**src/rtl/hazard_scoreboard.sv**
```systemverilog
// hazard_scoreboard
//   Tuse/Tnew hazard unit for the pipelined MIPS core. It sits beside the
//   D stage and is fed by the decoded A/T fields of the D instruction.
//
//   The unit keeps a shift scoreboard of (dest reg, remaining Tnew) for
//   every stage after D: entry 0 = E, entry 1 = M, entry 2 = W, and so on.
//   From the scoreboard it derives three things:
//     - stall       : the D instruction must wait
//     - fwd_sel     : per-source D-stage forward selects
//     - mdu_busy    : the multiply/divide unit is still counting down
//
//   Optional feature macro: HAZARD_MDU_EN
//     defined   -> MDU busy counter, mdu_busy and the MDU hazard are built
//     undefined -> no counter; mdu_busy is tied to 0 and the MDU inputs are
//                  ignored, so stall covers data hazards only
//
//   Ports
//     clk         in   1        rising-edge clock
//     reset       in   1        asynchronous, active-high reset
//     d_a         in   NSRC*5   source reg numbers, src i at [5i+4:5i]
//     d_tuse      in   NSRC*TW  Tuse per source, same packing
//     d_a3        in   5        destination reg of D instruction (0 = none)
//     d_tnew      in   TW       Tnew of D instruction, counted from D
//     d_mdureq    in   1        D instruction uses the MDU
//     d_mdustart  in   1        D instruction is mult/multu/div/divu
//     d_isdiv     in   1        with d_mdustart: 1 = div/divu, 0 = mult/multu
//     stall       out  1        hold F/D and inject a bubble into E
//     fwd_sel     out  NSRC*3   per source: 0 = RF, k+1 = forward from stage k
//     mdu_busy    out  1        MDU counter nonzero
module hazard_scoreboard #(
  parameter int NSRC     = 2,
  parameter int DEPTH    = 3,
  parameter int TW       = 2,
  parameter int MULT_CYC = 5,
  parameter int DIV_CYC  = 10
) (
  input  logic                 clk,
  input  logic                 reset,
  input  logic [NSRC*5-1:0]    d_a,
  input  logic [NSRC*TW-1:0]   d_tuse,
  input  logic [4:0]           d_a3,
  input  logic [TW-1:0]        d_tnew,
  input  logic                 d_mdureq,
  input  logic                 d_mdustart,
  input  logic                 d_isdiv,
  output logic                 stall,
  output logic [NSRC*3-1:0]    fwd_sel,
  output logic                 mdu_busy
);

  function automatic logic [TW-1:0] sat_dec(input logic [TW-1:0] x);
    return (x == '0) ? '0 : x - TW'(1);
  endfunction

  logic [4:0]      r_a3   [DEPTH];
  logic [TW-1:0]   r_tnew [DEPTH];

  logic [NSRC-1:0] w_data_haz;
  logic            w_mdu_haz;
  logic [4:0]      w_src;
  logic            w_hit;
  logic [TW-1:0]   w_tn;
  logic [2:0]      w_k;

  // Scoreboard shift: happens on every edge; a stalled edge feeds a bubble
  // into E instead of the held D instruction.
  always_ff @(posedge clk or posedge reset) begin
    if (reset) begin
      for (int k = 0; k < DEPTH; k++) begin
        r_a3[k]   <= '0;
        r_tnew[k] <= '0;
      end
    end else begin
      if (stall) begin
        r_a3[0]   <= '0;
        r_tnew[0] <= '0;
      end else begin
        r_a3[0]   <= d_a3;
        r_tnew[0] <= sat_dec(d_tnew);
      end
      for (int k = 1; k < DEPTH; k++) begin
        r_a3[k]   <= r_a3[k-1];
        r_tnew[k] <= sat_dec(r_tnew[k-1]);
      end
    end
  end

  // Match/hazard/forward: the scan runs from oldest to youngest so the
  // youngest matching entry is the one left standing. $0 never matches,
  // which also makes entries with a3=0 (bubbles) invisible.
  always_comb begin
    w_data_haz = '0;
    fwd_sel    = '0;
    w_src      = '0;
    w_hit      = 1'b0;
    w_tn       = '0;
    w_k        = '0;
    for (int i = 0; i < NSRC; i++) begin
      w_src = d_a[5*i +: 5];
      w_hit = 1'b0;
      w_tn  = '0;
      w_k   = '0;
      for (int k = DEPTH - 1; k >= 0; k--) begin
        if ((w_src != 5'd0) && (w_src == r_a3[k])) begin
          w_hit = 1'b1;
          w_tn  = r_tnew[k];
          w_k   = 3'(k + 1);
        end
      end
      w_data_haz[i]     = w_hit && (w_tn > d_tuse[TW*i +: TW]);
      fwd_sel[3*i +: 3] = (w_hit && (w_tn == '0)) ? w_k : 3'd0;
    end
  end

`ifdef HAZARD_MDU_EN
  localparam int MAXC = (DIV_CYC > MULT_CYC) ? DIV_CYC : MULT_CYC;
  localparam int CW   = $clog2(MAXC + 1);

  logic [CW-1:0] r_mdu_cnt;

  // MDU busy counter: loaded only by an issuing mult/div; a held start
  // cannot reload it because a busy MDU already forces stall.
  always_ff @(posedge clk or posedge reset) begin
    if (reset) begin
      r_mdu_cnt <= '0;
    end else if (!stall && d_mdustart) begin
      r_mdu_cnt <= d_isdiv ? CW'(DIV_CYC) : CW'(MULT_CYC);
    end else if (r_mdu_cnt != '0) begin
      r_mdu_cnt <= r_mdu_cnt - CW'(1);
    end
  end

  assign mdu_busy  = (r_mdu_cnt != '0);
  assign w_mdu_haz = d_mdureq && mdu_busy;
`else
  logic w_unused_mdu;
  assign w_unused_mdu = ^{d_mdureq, d_mdustart, d_isdiv};
  assign mdu_busy     = 1'b0;
  assign w_mdu_haz    = 1'b0;
`endif

  assign stall = (|w_data_haz) | w_mdu_haz;

endmodule

```
**config.mk**
```make
export PLATFORM = sky130hd
export DESIGN_NAME = hazard_scoreboard
export DESIGN_NICKNAME = d
export VERILOG_FILES = /design/src/rtl/hazard_scoreboard.sv
export SDC_FILE = /design/constraint.sdc
export NUM_CORES = 1
export LEC_CHECK = 0
export BUFFER_PORTS_ARGS = -buffer_cell sky130_fd_sc_hd__buf_2
export CAP_MARGIN = 15
export CORE_MARGIN = 2
export CORE_UTILIZATION = 45
export DETAILED_ROUTE_END_ITERATION = 10
export GPL_ROUTABILITY_DRIVEN = 1
export MAX_ROUTING_LAYER = met4
export PLACE_DENSITY_LB_ADDON = 0.25
export SYNTH_ARGS = -nofsm -noshare
export SYNTH_HDL_FRONTEND = slang
export SYNTH_SLANG_ARGS = --single-unit
```
**constraint.sdc**
```tcl
create_clock -name clk -period 4.66 [get_ports clk]
set_clock_uncertainty 0.2 [all_clocks]
set_input_delay 0.699 -clock clk [delete_from_list [all_inputs] [get_ports clk]]
set_output_delay 0.699 -clock clk [all_outputs]
set_load 0.01 [all_outputs]
```
==> flow_summary.ini <==
[placement]
dp_hpwl_um = 2160
numPortBuffers = 27
place_congestion = 0.846

[cts]
hold_buffers = 0
clk_pin_slew_ns = 0.12
cts_max_path_buffers = 2
cts-root-buf = clkbuf_4
post_cts_buffers = 0
numCtsBuffers = 3
cts_resized = 0
cts_max_level = 1
clkSinkCount = 21
clock_latency_ns = 0.31
cts_tree = built

[pwr]
p_comb_share_pct = 22.0
p_switching_w = 0.000114
p_total_w = 0.000382
swShare_pct = 29.8
p_int_w = 0.000268
leakage_nw = 0.700
seq_power_share_pct = 54.5
peakVddDrop_uv = 197
power_density_mw_per_mm2 = 255
pwr-share-clk_pct = 23.6

[drt]
num_vias = 1031
avgRoutedWirePerCell_um = 13.4
drtPass1Iterations = 4
drt_wl_total_um = 2590
first_iter_violations = 28
ant_nets = 0
routed_via_density = 5.31
drc = 0

[logic_synthesis]
ys_top_cells_by_count = dfrtp_1, xnor2_1, xor2_1
ys.flop_type = dfrtp_1
synth_edf_count = 0
ys_async_sr_fraction_pct = 100
ys_seq_elements = 21
synthCells = 133
ys_seq_area_share_pct = 40.0
synth_top_area_share_pct = 40.0
synth_area_leader_cell = dfrtp_1
syn_area_sq_mm = 0.00131
ys_warn_count = 0
synth.most_common_cell = dfrtp_1
synth_area_leaders = dfrtp_1, xnor2_1, xor2_1
synth_area_per_cell_sq_um = 9.87
ys_types = 31

[worst_setup_path]
r2r-end = r_tnew[4]
r2r_start = r_a3[4]
critical_path_arrival_ns = 3.12
cp-end-kind = output port
worstSetupPathType = input port to output port
reg2reg_depth = 11
r2r_slack_ns = 1.63
path_max_fanout = 8
required_ns = 3.76
cp-start-kind = input port

[sta]
slew_violations = 0
fmax_mhz = 249
finalHoldViolCount = 0
finalSetupTns_ns = 0
tightest_slew_ns = 0.790
finalSetupViolations = 0
rsz0062_at_grt = false
finalCritPeriodShare_pct = 86.2
max_slew_margin_pct = 47.2
finalCriticalPeriod_ns = 4.02

[worst_hold_path]
hold_path_end = r_a3[2]
hold_start = r_a3[7]
whs_path_depth = 0
worstHoldPathType = flip-flop to flip-flop

[floorplanning]
pin_count = 34
start_util_pct = 47.6
dieArea_sq_mm = 0.00336
row_count = 19
core_area_sq_mm = 0.00276
die_h_um = 58.0
dieWidth_um = 58.0

[run]
drv_cap = 0

[final_layout]
drive_above_1_share_pct = 22.1
final_util_pct = 54.4
fill_cells = 244
num_antenna_cells = 0
seq_area_sq_um = 526
multi_input_area_sq_um = 738
nNetsFinal = 194
area_growth_pct = 14.4

[global_route]
grtUsageTotal_pct = 17.8
grt_start_max_net_pins = 22
grt_pass1_vias = 1044
overflow = 0
grt_pass1_wl_um = 4400
antenna_found_initial = 0

[status]
status = finished clean
## power by group through the flow
stage	Combinational [W]	Sequential, W	Clock [W]
2_1_floorplan	0.0000605	0.000208	0
3_3_place_gp	0.0000816	0.000212	0
3_5_place_dp	0.0000846	0.000212	0
4_1_cts	0.0000850	0.000208	0.0000936
5_1_grt	0.0000945	0.000210	0.000101
6_report	0.0000840	0.000208	0.0000900
## cells by family after synthesis
kind of cell	Yosys count	synth area share, %
buffers and inverters	12	4.29
adders and majority gates	4	3.81
DFF	21	40.0
xor gates and xnor gates	30	20.0
and+or+nand+nor	48	21.4
other	1	0.286
AOI/OAI and AO/OA	17	10.1
## worst max-delay path by stage
stage,start,end,depth (start not counted)
floorplan,d_a[9],stall,11
detailed placement,d_a[9],stall,13
CTS,d_a[9],stall,13
global route,d_a[9],stall,13
global placement,d_a[9],stall,13
finish,d_a[9],stall,13
## cells in the final DEF (no fill, tap or decap), drive strengths merged, types with 5 or more instances in the layout
| cell | n |
|---|---|
| and2 | 10 |
| nand2 | 5 |
| buf | 27 |
| dfrtp | 21 |
| xnor2 | 18 |
| inv | 9 |
| xor2 | 12 |
| nor3 | 7 |
| nand3 | 5 |
| nor2 | 7 |
## worst max-delay path, cell delays in order
cell and delay [ns]:
buf_2 0.13, xnor2_1 0.16, nand3_1 0.10, nor3_1 0.29
nor2b_1 0.30, a221oi_1 0.14, or3_1 0.34, ha_1 0.28
a21oi_1 0.06, o311ai_1 0.12, a21boi_4 0.31, inv_1 0.05
buf_2 0.13
## per-stage QoR
stage	std cells	worst slack (ns)	hold slack, ns	instance area, sq um
6_report	194	0.643	0.264	1500
5_1_grt	194	0.415	0.287	1500
4_1_cts	194	0.662	0.265	1500
3_5_place_dp	190	0.680	0.236	1470
3_3_place_gp	190	0.781	0.235	1470
2_1_floorplan	135	1.26	0.209	1320
## sequential cells by signal (all words and copies together) (netlist names)
signal / count
r_tnew: 6
r_a3: 15
## layout make-up
class	count	share of cell area, %
clock inverter	1	0.500
sequential	21	35.0
multi-input combinational	102	49.2
timing repair buffer	27	9.00
tap	31	2.58
clock buffer	3	1.50
inverter	9	2.25
## per-layer routing
metal / part of all wire, % / vias to the layer above / routed length [um] / track usage, %
met5: 0 / - / 0 / -
met2: 47 / 28 / 1210 / 27.8
met1: 46 / 490 / 1190 / 23.1
met4: 1.5 / 0 / 38 / 8.31
met3: 5.8 / 4 / 149 / 2.46
li1: - / 509 / - / -
Power figures use the tool's default switching activity.
